`src/rtl/aib_sram_arb.sv`:
```
// aib_sram_arb: arbitrates the core port and the APB slave onto one single-port config SRAM.
// Define AIB_SRAM_ARB_STARVE_EN to bound APB waiting under continuous core traffic.
module aib_sram_arb #(
   parameter int ADDR_W = 12,
   parameter int MAX_WAIT = 8
) (
   input  logic              i_clk,
   input  logic              i_rst,
   input  logic              i_mem_req,
   input  logic              i_mem_write,
   input  logic [31:0]       i_mem_addr,
   input  logic [31:0]       i_mem_wdata,
   input  logic [31:0]       i_mem_wmask,
   output logic              o_mem_gnt,
   output logic              o_mem_rvalid,
   output logic [31:0]       o_mem_rdata,
   input  logic              i_psel,
   input  logic              i_penable,
   input  logic              i_pwrite,
   input  logic [31:0]       i_paddr,
   input  logic [31:0]       i_pwdata,
   output logic              o_pready,
   output logic [31:0]       o_prdata,
   output logic              o_sram_cen,
   output logic              o_sram_gwen,
   output logic [31:0]       o_sram_wen,
   output logic [ADDR_W-1:0] o_sram_a,
   output logic [31:0]       o_sram_d,
   input  logic [31:0]       i_sram_q
);
   typedef enum logic {IDLE, RESP} state_t;
   state_t state;
   logic apb_req, gnt_apb, force_apb;
   logic unused_addr;
   assign unused_addr = ^{i_mem_addr[31:ADDR_W], i_paddr[31:ADDR_W+2], i_paddr[1:0]};
   assign apb_req = i_psel & i_penable & (state == IDLE);
   assign gnt_apb = ~i_rst & apb_req & (~i_mem_req | force_apb);
   assign o_mem_gnt = ~i_rst & i_mem_req & ~gnt_apb;
   assign o_sram_cen = ~(o_mem_gnt | gnt_apb);
   assign o_sram_gwen = o_mem_gnt ? ~i_mem_write : gnt_apb ? ~i_pwrite : 1'b1;
   assign o_sram_wen = o_mem_gnt ? ~i_mem_wmask : gnt_apb ? {32{~i_pwrite}} : '1;
   assign o_sram_a = o_mem_gnt ? i_mem_addr[ADDR_W-1:0] : gnt_apb ? i_paddr[ADDR_W+1:2] : '0;
   assign o_sram_d = o_mem_gnt ? i_mem_wdata : gnt_apb ? i_pwdata : '0;
   assign o_mem_rdata = i_sram_q;
   assign o_prdata = o_pready ? i_sram_q : '0;
   always_ff @(posedge i_clk)
      if (i_rst) begin
         state <= IDLE;
         o_pready <= 1'b0;
         o_mem_rvalid <= 1'b0;
      end else begin
         state <= gnt_apb ? RESP : IDLE;
         o_pready <= gnt_apb;
         o_mem_rvalid <= o_mem_gnt & ~i_mem_write;
      end
`ifdef AIB_SRAM_ARB_STARVE_EN
   logic [7:0] wait_cnt;
   assign force_apb = wait_cnt == 8'(MAX_WAIT);
   always_ff @(posedge i_clk)
      if (i_rst || !apb_req || gnt_apb) wait_cnt <= '0;
      else if (!force_apb) wait_cnt <= wait_cnt + 8'd1;
`else
   logic unused_wait;
   assign unused_wait = ^8'(MAX_WAIT);
   assign force_apb = 1'b0;
`endif
endmodule

```
`config.mk`:
```
export PLATFORM = sky130hd
export DESIGN_NAME = aib_sram_arb
export DESIGN_NICKNAME = d
export VERILOG_FILES = /design/src/rtl/aib_sram_arb.sv
export SDC_FILE = /design/constraint.sdc
export NUM_CORES = 1
export LEC_CHECK = 0
export ABC_AREA = 1
export CAP_MARGIN = 10
export CORE_AREA = 2 2 135 137
export DETAILED_ROUTE_END_ITERATION = 10
export DIE_AREA = 0 0 137 139
export PLACE_DENSITY = 0.54
export SYNTH_ARGS = -nofsm -noshare
export SYNTH_HDL_FRONTEND = slang
export SYNTH_SLANG_ARGS = --single-unit
export TNS_END_PERCENT = 100
```
`constraint.sdc`:
```
create_clock -name i_clk -period 2 [get_ports i_clk]
set_input_delay 0.4 -clock i_clk [delete_from_list [all_inputs] [get_ports i_clk]]
set_output_delay 0.4 -clock i_clk [all_outputs]
set_load 0.03 [all_outputs]
```
==> results, run 1 <==
- The run finished with clean final reports.
- Counting every net in the synthesized netlist gives 563.
- The worst hold path stage count is 4.
- The die outline area is 19000 um2.
- The final count of pins violating max slew is 0.
- After the first detailed-routing iteration, the DRC count stood at 136.
- The routed design has 11200 um of wire.
- The worst pin sits at a relative slew slack of 0.772.
- Synthesis produced 364 cells.
- The power share of the combinational group is 0.774.
- The TritonCTS clock tree is yes.
- In this run the most critical hold path is launched from i_mem_req.
- The global-route wire length before repair is 16000 um.
- The maximum fanout count along the critical path is 2.
- In this design, the stage delay of the slowest critical-path cell is 0.69 ns.
- The root buffer cell is sky130_fd_sc_hd__clkbuf_16.
- The number of global-route vias before repair is 2929.
- 0 antenna diodes ended up in the layout.
- The endpoint of the lowest-slack register-to-register path is o_pready.
- Counting cells, the worst reg-to-reg path comes to 5.
- Static timing analysis puts the maximum clock frequency at 0.506 GHz.
- The tool flagged a number of max-cap violations equal to 0.
- A synthesized cell averages 4.60 um2.
- The global-route total usage across every layer is 0.106.
- Data arrives at the worst endpoint at 1.58 ns.
- The number of endpoints with negative hold slack in the final report is 0.
- The start of the worst register-to-register path is o_pready.
- The yosys synthesis warning count is 0.
- The first detailed-routing pass took 4 iterations.
- The DRC violations left is 0.
- Data on the critical path is required at its endpoint by 1.60 ns.
- In this run, synthesis produced a sequential element count of 2.
- After synthesis the cells add up to 1670 um2.
- Clock-pin slew was measured on the worst setup and hold paths at 0.03 ns.
- The buffer and inverter count on the worst path is 2.
- The critical path goes through clkdlybuf4s50_1, clkdlybuf4s50_1.
- In the final layout, the share of cells above drive strength 1 is 0.298.
- The via count of the routed design is 2963.
- For the final database, setup skew stands at 0 ns.
- The share of the cycle needed by the critical path after routing is 0.989.
- The growth of design area from synthesis to finish is 205%.
- The number of placed instances, taps included, is 853.
- The relative contribution of sequential cells to total power is 0.028.
- The internal power summed over all cells is 0.898 mW.
- The path with the worst hold slack has its endpoint at o_pready.
- The HPWL after detailed placement is 8080 um.
- The number of nets in the layout is 848.
- For this run, the register share of the synthesized area comes to 0.0239.
- The class of the most critical hold timing path is in2reg.
- The category of the worst setup path launch point is a primary input.
- The later pin in the worst-skew pair is clocked with a latency of 0.22 ns.
- The cell with the most instances on the worst path is sky130_fd_sc_hd__clkdlybuf4s50_1.
- The switching power is 0.635 mW.
- The initial utilization of the core area, before any placement, comes to 0.0948.
- The wire length per cell is 12.8 um.
- The library cell contributing the largest single delay on the critical path is sky130_fd_sc_hd__clkdlybuf4s50_1.
- Counting distinct cell types in the post-synthesis netlist gives 12.
- The net switching share of the total power is 0.414.
- The width of the chip is 137 um.
- Row generation in the floorplan step produced 49 rows.
- Dividing the detail-routed via count by the number of cells gives 3.38.
- Setup repair after global routing left no endpoint under its margin.
- The clock period minus worst slack is 1.98 ns.
- At the pin with the least slew margin, the transition time is 0.343 ns.
- 344 I/O pins were placed.
- The number of antenna violations at the first check in global routing is 0.
- By startpoint and endpoint, the worst setup path is classified as in2out.
- The vertical die dimension is 139 um.
- The endpoint kind of the worst setup timing path is a primary output.
- No sink is reached through more buffers than the 2 on the longest clock path.
- The weighted congestion reported at the end of routability-driven placement is 0.769.
- The filler-free cell count of the finished design is 876.
- The remaining antenna violation count is 0.
- The number of buffers created by CTS is 3.
- Of the total power, the clock network draws 0.198.
- The library cells used most frequently in the layout, excluding fill and tap cells, are sky130_fd_sc_hd__clkdlybuf4s50_1, sky130_fd_sc_hd__nand2_1, sky130_fd_sc_hd__buf_4.
- Summed over all layers, the global routing overflow is 0.
- Across the VDD grid, the largest voltage drop is 0.000184 V.
- The area of the core is 17700 um2.
- Counting every sink on the clock net gives 2.
- The gate family responsible for the most delay along the worst path is buffers and inverters.
- The total number of H-tree levels is 1.
- Leaving out fill and tap cells, the most frequent cell in the layout is sky130_fd_sc_hd__clkdlybuf4s50_1.
- In this run the register-to-register setup slack is 0.98 ns.
- Entering global routing, the biggest net connects 58 pins.
- The number of buffers added on ports is 303.
- The launching instance or port of the critical path is i_sram_q[2].
- Once layout is complete, the utilization of the core stands at 0.289.
- Power spread over the standard cell area amounts to 300 nW/um2.
- The count of final setup violators is 0.
- The number of hold buffers added after CTS is 0.
- The static leakage is 2.79 nW.
-- state kept, by name, indices dropped and copies added, names as in the netlist --
register and count:
o_pready 1, o_mem_rvalid 1
-- stage by stage --
step	setup WS (ns)	setup TNS, ns	area, um2	hold WS [ns]	power (mW)
6_report	0.0224	0	5110	0.727	1.53
5_1_grt	0.00283	0	5110	0.750	1.62
4_1_cts	0.00161	0	5060	0.846	1.54
3_5_place_dp	-0.253	-14.42	4450	0.822	1.13
3_3_place_gp	-0.248	-14.41	4450	0.819	1.13
2_1_floorplan	0.151	0	1670	0.554	0.565
-- Yosys cell counts --
master	number	area (um2)
sky130_fd_sc_hd__buf_2	5	25.0
sky130_fd_sc_hd__inv_1	71	267
sky130_fd_sc_hd__nor2_4	2	22.5
sky130_fd_sc_hd__nor2_2	1	6.26
sky130_fd_sc_hd__nand4_1	1	6.26
sky130_fd_sc_hd__nand3_1	33	165
sky130_fd_sc_hd__dfxtp_1	2	40.0
sky130_fd_sc_hd__nand2_2	11	68.8
sky130_fd_sc_hd__buf_6	5	56.3
sky130_fd_sc_hd__clkbuf_1	6	22.5
sky130_fd_sc_hd__buf_4	38	285
sky130_fd_sc_hd__nand2_1	189	709
-- worst max path at each step --
stage,end,slack [ns],cells past startpoint
6_report,o_mem_rdata[2],0.02,2
3_3_place_gp,o_sram_d[29],-0.25,8
4_1_cts,o_sram_wen[21],0.002,6
3_5_place_dp,o_sram_d[25],-0.25,8
5_1_grt,o_mem_rdata[20],0.003,2
2_1_floorplan,o_sram_wen[10],0.15,5
-- layer usage --
| layer | vias up | track usage | share of wire |
|---|---|---|---|
| met5 | - | 0 | 0 |
| met3 | 4 | 0.0205 | 0.079 |
| li1 | 1585 | - | - |
| met2 | 129 | 0.200 | 0.52 |
| met4 | 0 | 0.00814 | 0.0029 |
| met1 | 1245 | 0.128 | 0.40 |
-- power by group through the flow --
| stage | clock network [mW] | registers [mW] | logic (mW) |
|---|---|---|---|
| after floorplan | 0 | 0.0453 | 0.520 |
| after global placement | 0 | 0.0428 | 1.09 |
| after detailed placement | 0 | 0.0428 | 1.09 |
| after CTS | 0.308 | 0.0423 | 1.19 |
| after global routing | 0.318 | 0.0425 | 1.26 |
| final | 0.304 | 0.0423 | 1.19 |
-- what timing repair did --
item,4_1_cts,5_1_grt
gates cloned,7,2
pin swaps,12,3
gates resized for setup,85,8
setup buffers,13,1
endpoints found under the setup margin,79,65
-- layout make-up --
class,instances,area (um2)
Fill cell,1942,12500
Timing Repair Buffer,334,3360
Multi-Input combinational cell,237,1080
Tap cell,229,287
Inverter,71,267
Clock buffer,3,75.1
Sequential cell,2,40.0
-- logic make-up (layout without fill, tap and decap cells) --
family | Yosys count | after routing | share of synthesized area
DFF | 2 | 2 | 0.0239
buffers and inverters | 125 | 408 | 0.392
and+or+nand+nor | 237 | 237 | 0.584
(Power assumes the default switching activity.)
==> run 2: changes to the inputs <==
--- a/config.mk
+++ b/config.mk
@@ -7,10 +7,12 @@
 export LEC_CHECK = 0
 export ABC_AREA = 1
 export CAP_MARGIN = 10
-export CORE_AREA = 2 2 135 137
+export CORE_AREA = 2 2 134 136
 export DETAILED_ROUTE_END_ITERATION = 10
-export DIE_AREA = 0 0 137 139
-export PLACE_DENSITY = 0.54
+export DIE_AREA = 0 0 136 138
+export DONT_BUFFER_PORTS = 1
+export PLACE_DENSITY = 0.3
+export SETUP_SLACK_MARGIN = 0.5
 export SYNTH_ARGS = -nofsm -noshare
 export SYNTH_HDL_FRONTEND = slang
 export SYNTH_SLANG_ARGS = --single-unit
==> results, run 2 (synthesis gave the netlist of run 1 again) <==
- The number of endpoints with negative hold slack in the final report was 0.
- In this run the count of I/O pins placed on the die edge is 344.
- The share of post-route cells with drive strength above 1 is 0.433.
- The upper clock frequency limit is 0.539 GHz.
- The weighted congestion reported at the end of routability-driven placement is 0.662.
- The floorplan step defined a die boundary enclosing 18800 um2.
- The setup TNS is 0 ns.
- Of all nets on the critical path, the largest fanout is 6.
- The flow ran to the end, and the final reports show no timing, DRC or antenna violations.
- For the pin with the worst max-slew slack, the measured transition is 0.351 ns.
- Leaving out fill and tap cells, the most frequent cell in the layout is sky130_fd_sc_hd__nand2_1.
- In the final routing, the length of wire on met1 measures 2970 um.
- The maximum buffer depth of the clock tree is 2.
- For this configuration, the core starts out at a cell density of 0.0955.
- Wires add up to 8770 um.
- In this run, post-CTS hold repair placed 0 buffers.
- The count of routing violations after the opening detailed-route iteration is 65.
- Headroom to the max-slew limit came out at 0.766.
- The final global-route overflow total is 0.
- The number of buffers created by CTS is 3.
- Detailed placement finished with a half-perimeter wire length of 5980 um.
- The number of buffers added on ports is 0.
- The area occupied by registers is 43.8 um2.
- The first-pass iteration count of the detailed router is 4.
- In this run the horizontal extent of the chip is 136 um.
- The required time at the worst-slack endpoint is 1.60 ns.
- The vias per cell is 3.71.
- The first global-routing pass estimated 11600 um of wire.
- Setup repair after global routing could not meet its margin everywhere.
- Across all layers, the routed design uses 2211 vias.
- The root buffer cell is sky130_fd_sc_hd__clkbuf_16.
- The final count of pins violating max slew is 0.
- The vertical die dimension is 138 um.
- The remaining antenna violation count is 0.
- The total number of H-tree levels is 1.
- The total area inside the core boundary comes to 17500 um2.
- For this run, the number of standard cells in the final layout without fillers is 596.
- By startpoint and endpoint, the worst setup path is classified as reg2out.
- The TritonCTS clock tree is yes.
- Entering global routing, the biggest net connects 79 pins.
- The number of fill cells in the layout is 2020.
- The met2 wire length is 5020 um.
- The arrival time of data at the critical path endpoint is 1.45 ns.
- The worst setup path is captured at a primary output.
- The number of inserted diodes is 0.
- Of the available clock period, the critical path in the final layout requires 0.927.
- In the final routed layout, each cell accounts on average for 14.7 um.
- The total power is 1.08 mW.
- The top metal layer carrying routed signals is met4.
- The insertion delay to the later sink of the worst-skew pair is 0.22 ns.
- The power density over the cells is 338 nW/um2.
- The placed cell count is 579.
- In the layout the commonest cells are sky130_fd_sc_hd__nand2_1, sky130_fd_sc_hd__inv_1, sky130_fd_sc_hd__nand2_4.
- Setup violations remaining at the end of the flow were counted as 0.
- The clock transition at the registers of the reported paths is 0.03 ns.
- The max-capacitance violation count is 0.
- The global-route total usage across every layer is 0.0793.
- The category of the worst setup path launch point is a flip-flop.
- The worst voltage drop across the vdd grid is 0.000566 V.
- The multi-input logic area is 1770 um2.
- The number of antenna violations at the first check in global routing was 0.
- The number of sinks on the clock net is 2.
- The initialized floorplan defines 49 standard-cell rows.
- The number of global-route vias before repair is 2250.
- The DRC violations left is 0.
- The largest registers in the layout are o_mem_rvalid (1), o_pready (1).
- The growth of design area from synthesis to finish is 91.0%.
- Across the routed clock network, the largest skew measured is 0 ns.
- Across all register-to-register paths, the minimum setup slack is 0.90 ns.
- Measured on the finished design, the core utilization comes to 0.182.
- Detailed routing placed a total of 683 um of wire on met3.
- The min-delay analysis places its worst path in the category in2reg.
- For this design the static power due to leakage is 1.74 nW.
- After layout, the minimum clock period comes to 1.85 ns.
- At the end of the flow, the number of nets in the layout was 567.
-- run 2: cell count changes in the layout (fill, tap and decap cells not counted), sizes merged --
cell           previous run  this run
clkdlybuf4s50           175         0
buf                     152        49
clkbuf                    6         8
clkdlybuf4s15             2         0
dlymetal6s2s              2         0
-- run 2: area by class of cell --
type | instances | area share
tap | 229 | 0.0896
inverter | 71 | 0.0833
sequential | 2 | 0.0137
timing repair buffer | 53 | 0.236
clock buffer | 4 | 0.0246
multi-input combinational | 237 | 0.553
-- run 2: metal layers --
layer  global-route usage  vias up
li1                     -     1019
met1               0.0774      985
met2                0.173      195
met3              0.00917       12
met4               0.0104        0
met5                    0        -
-- run 2: worst paths after layout --
| path | startpoint | to | cells after the start |
|---|---|---|---|
| max | o_pready | o_sram_a[5] | 7 |
| min | i_mem_write | o_mem_rvalid | 3 |
| max reg2reg | o_pready | o_pready | 5 |
| min reg2reg | o_pready | o_pready | 5 |
-- run 2: metrics by stage --
step                worst slack, ns  hold slack [ns]  instance area (um2)
floorplan                     0.359            0.554                 2320
global placement              0.258            0.617                 2530
detailed placement            0.222            0.624                 2530
CTS                           0.133            0.402                 2840
global route                 0.0750            0.451                 3200
finish                        0.146            0.411                 3200
-- run 2: worst max-delay path, stage by stage, from the launching register on --
cell and delay [ns]:
sky130_fd_sc_hd__dfxtp_4 0.39, sky130_fd_sc_hd__nor2_4 0.13, sky130_fd_sc_hd__nand2_4 0.08, sky130_fd_sc_hd__nor2_4 0.12, sky130_fd_sc_hd__buf_8 0.16, sky130_fd_sc_hd__buf_16 0.14
sky130_fd_sc_hd__nand2_1 0.08, sky130_fd_sc_hd__nand2_4 0.12
-- run 2: report_power, final --
part           internal [mW]  switching, mW  leakage [nW]
logic                  0.256          0.471          1.68
clock network          0.262         0.0454        0.0382
registers             0.0407        0.00465        0.0171
-- run 2: repair_timing --
item	CTS	global route
setup endpoints to repair	110	110
pin swaps	4	24
gates cloned	6	4
buffers inserted	3	0
resized for setup	17	57
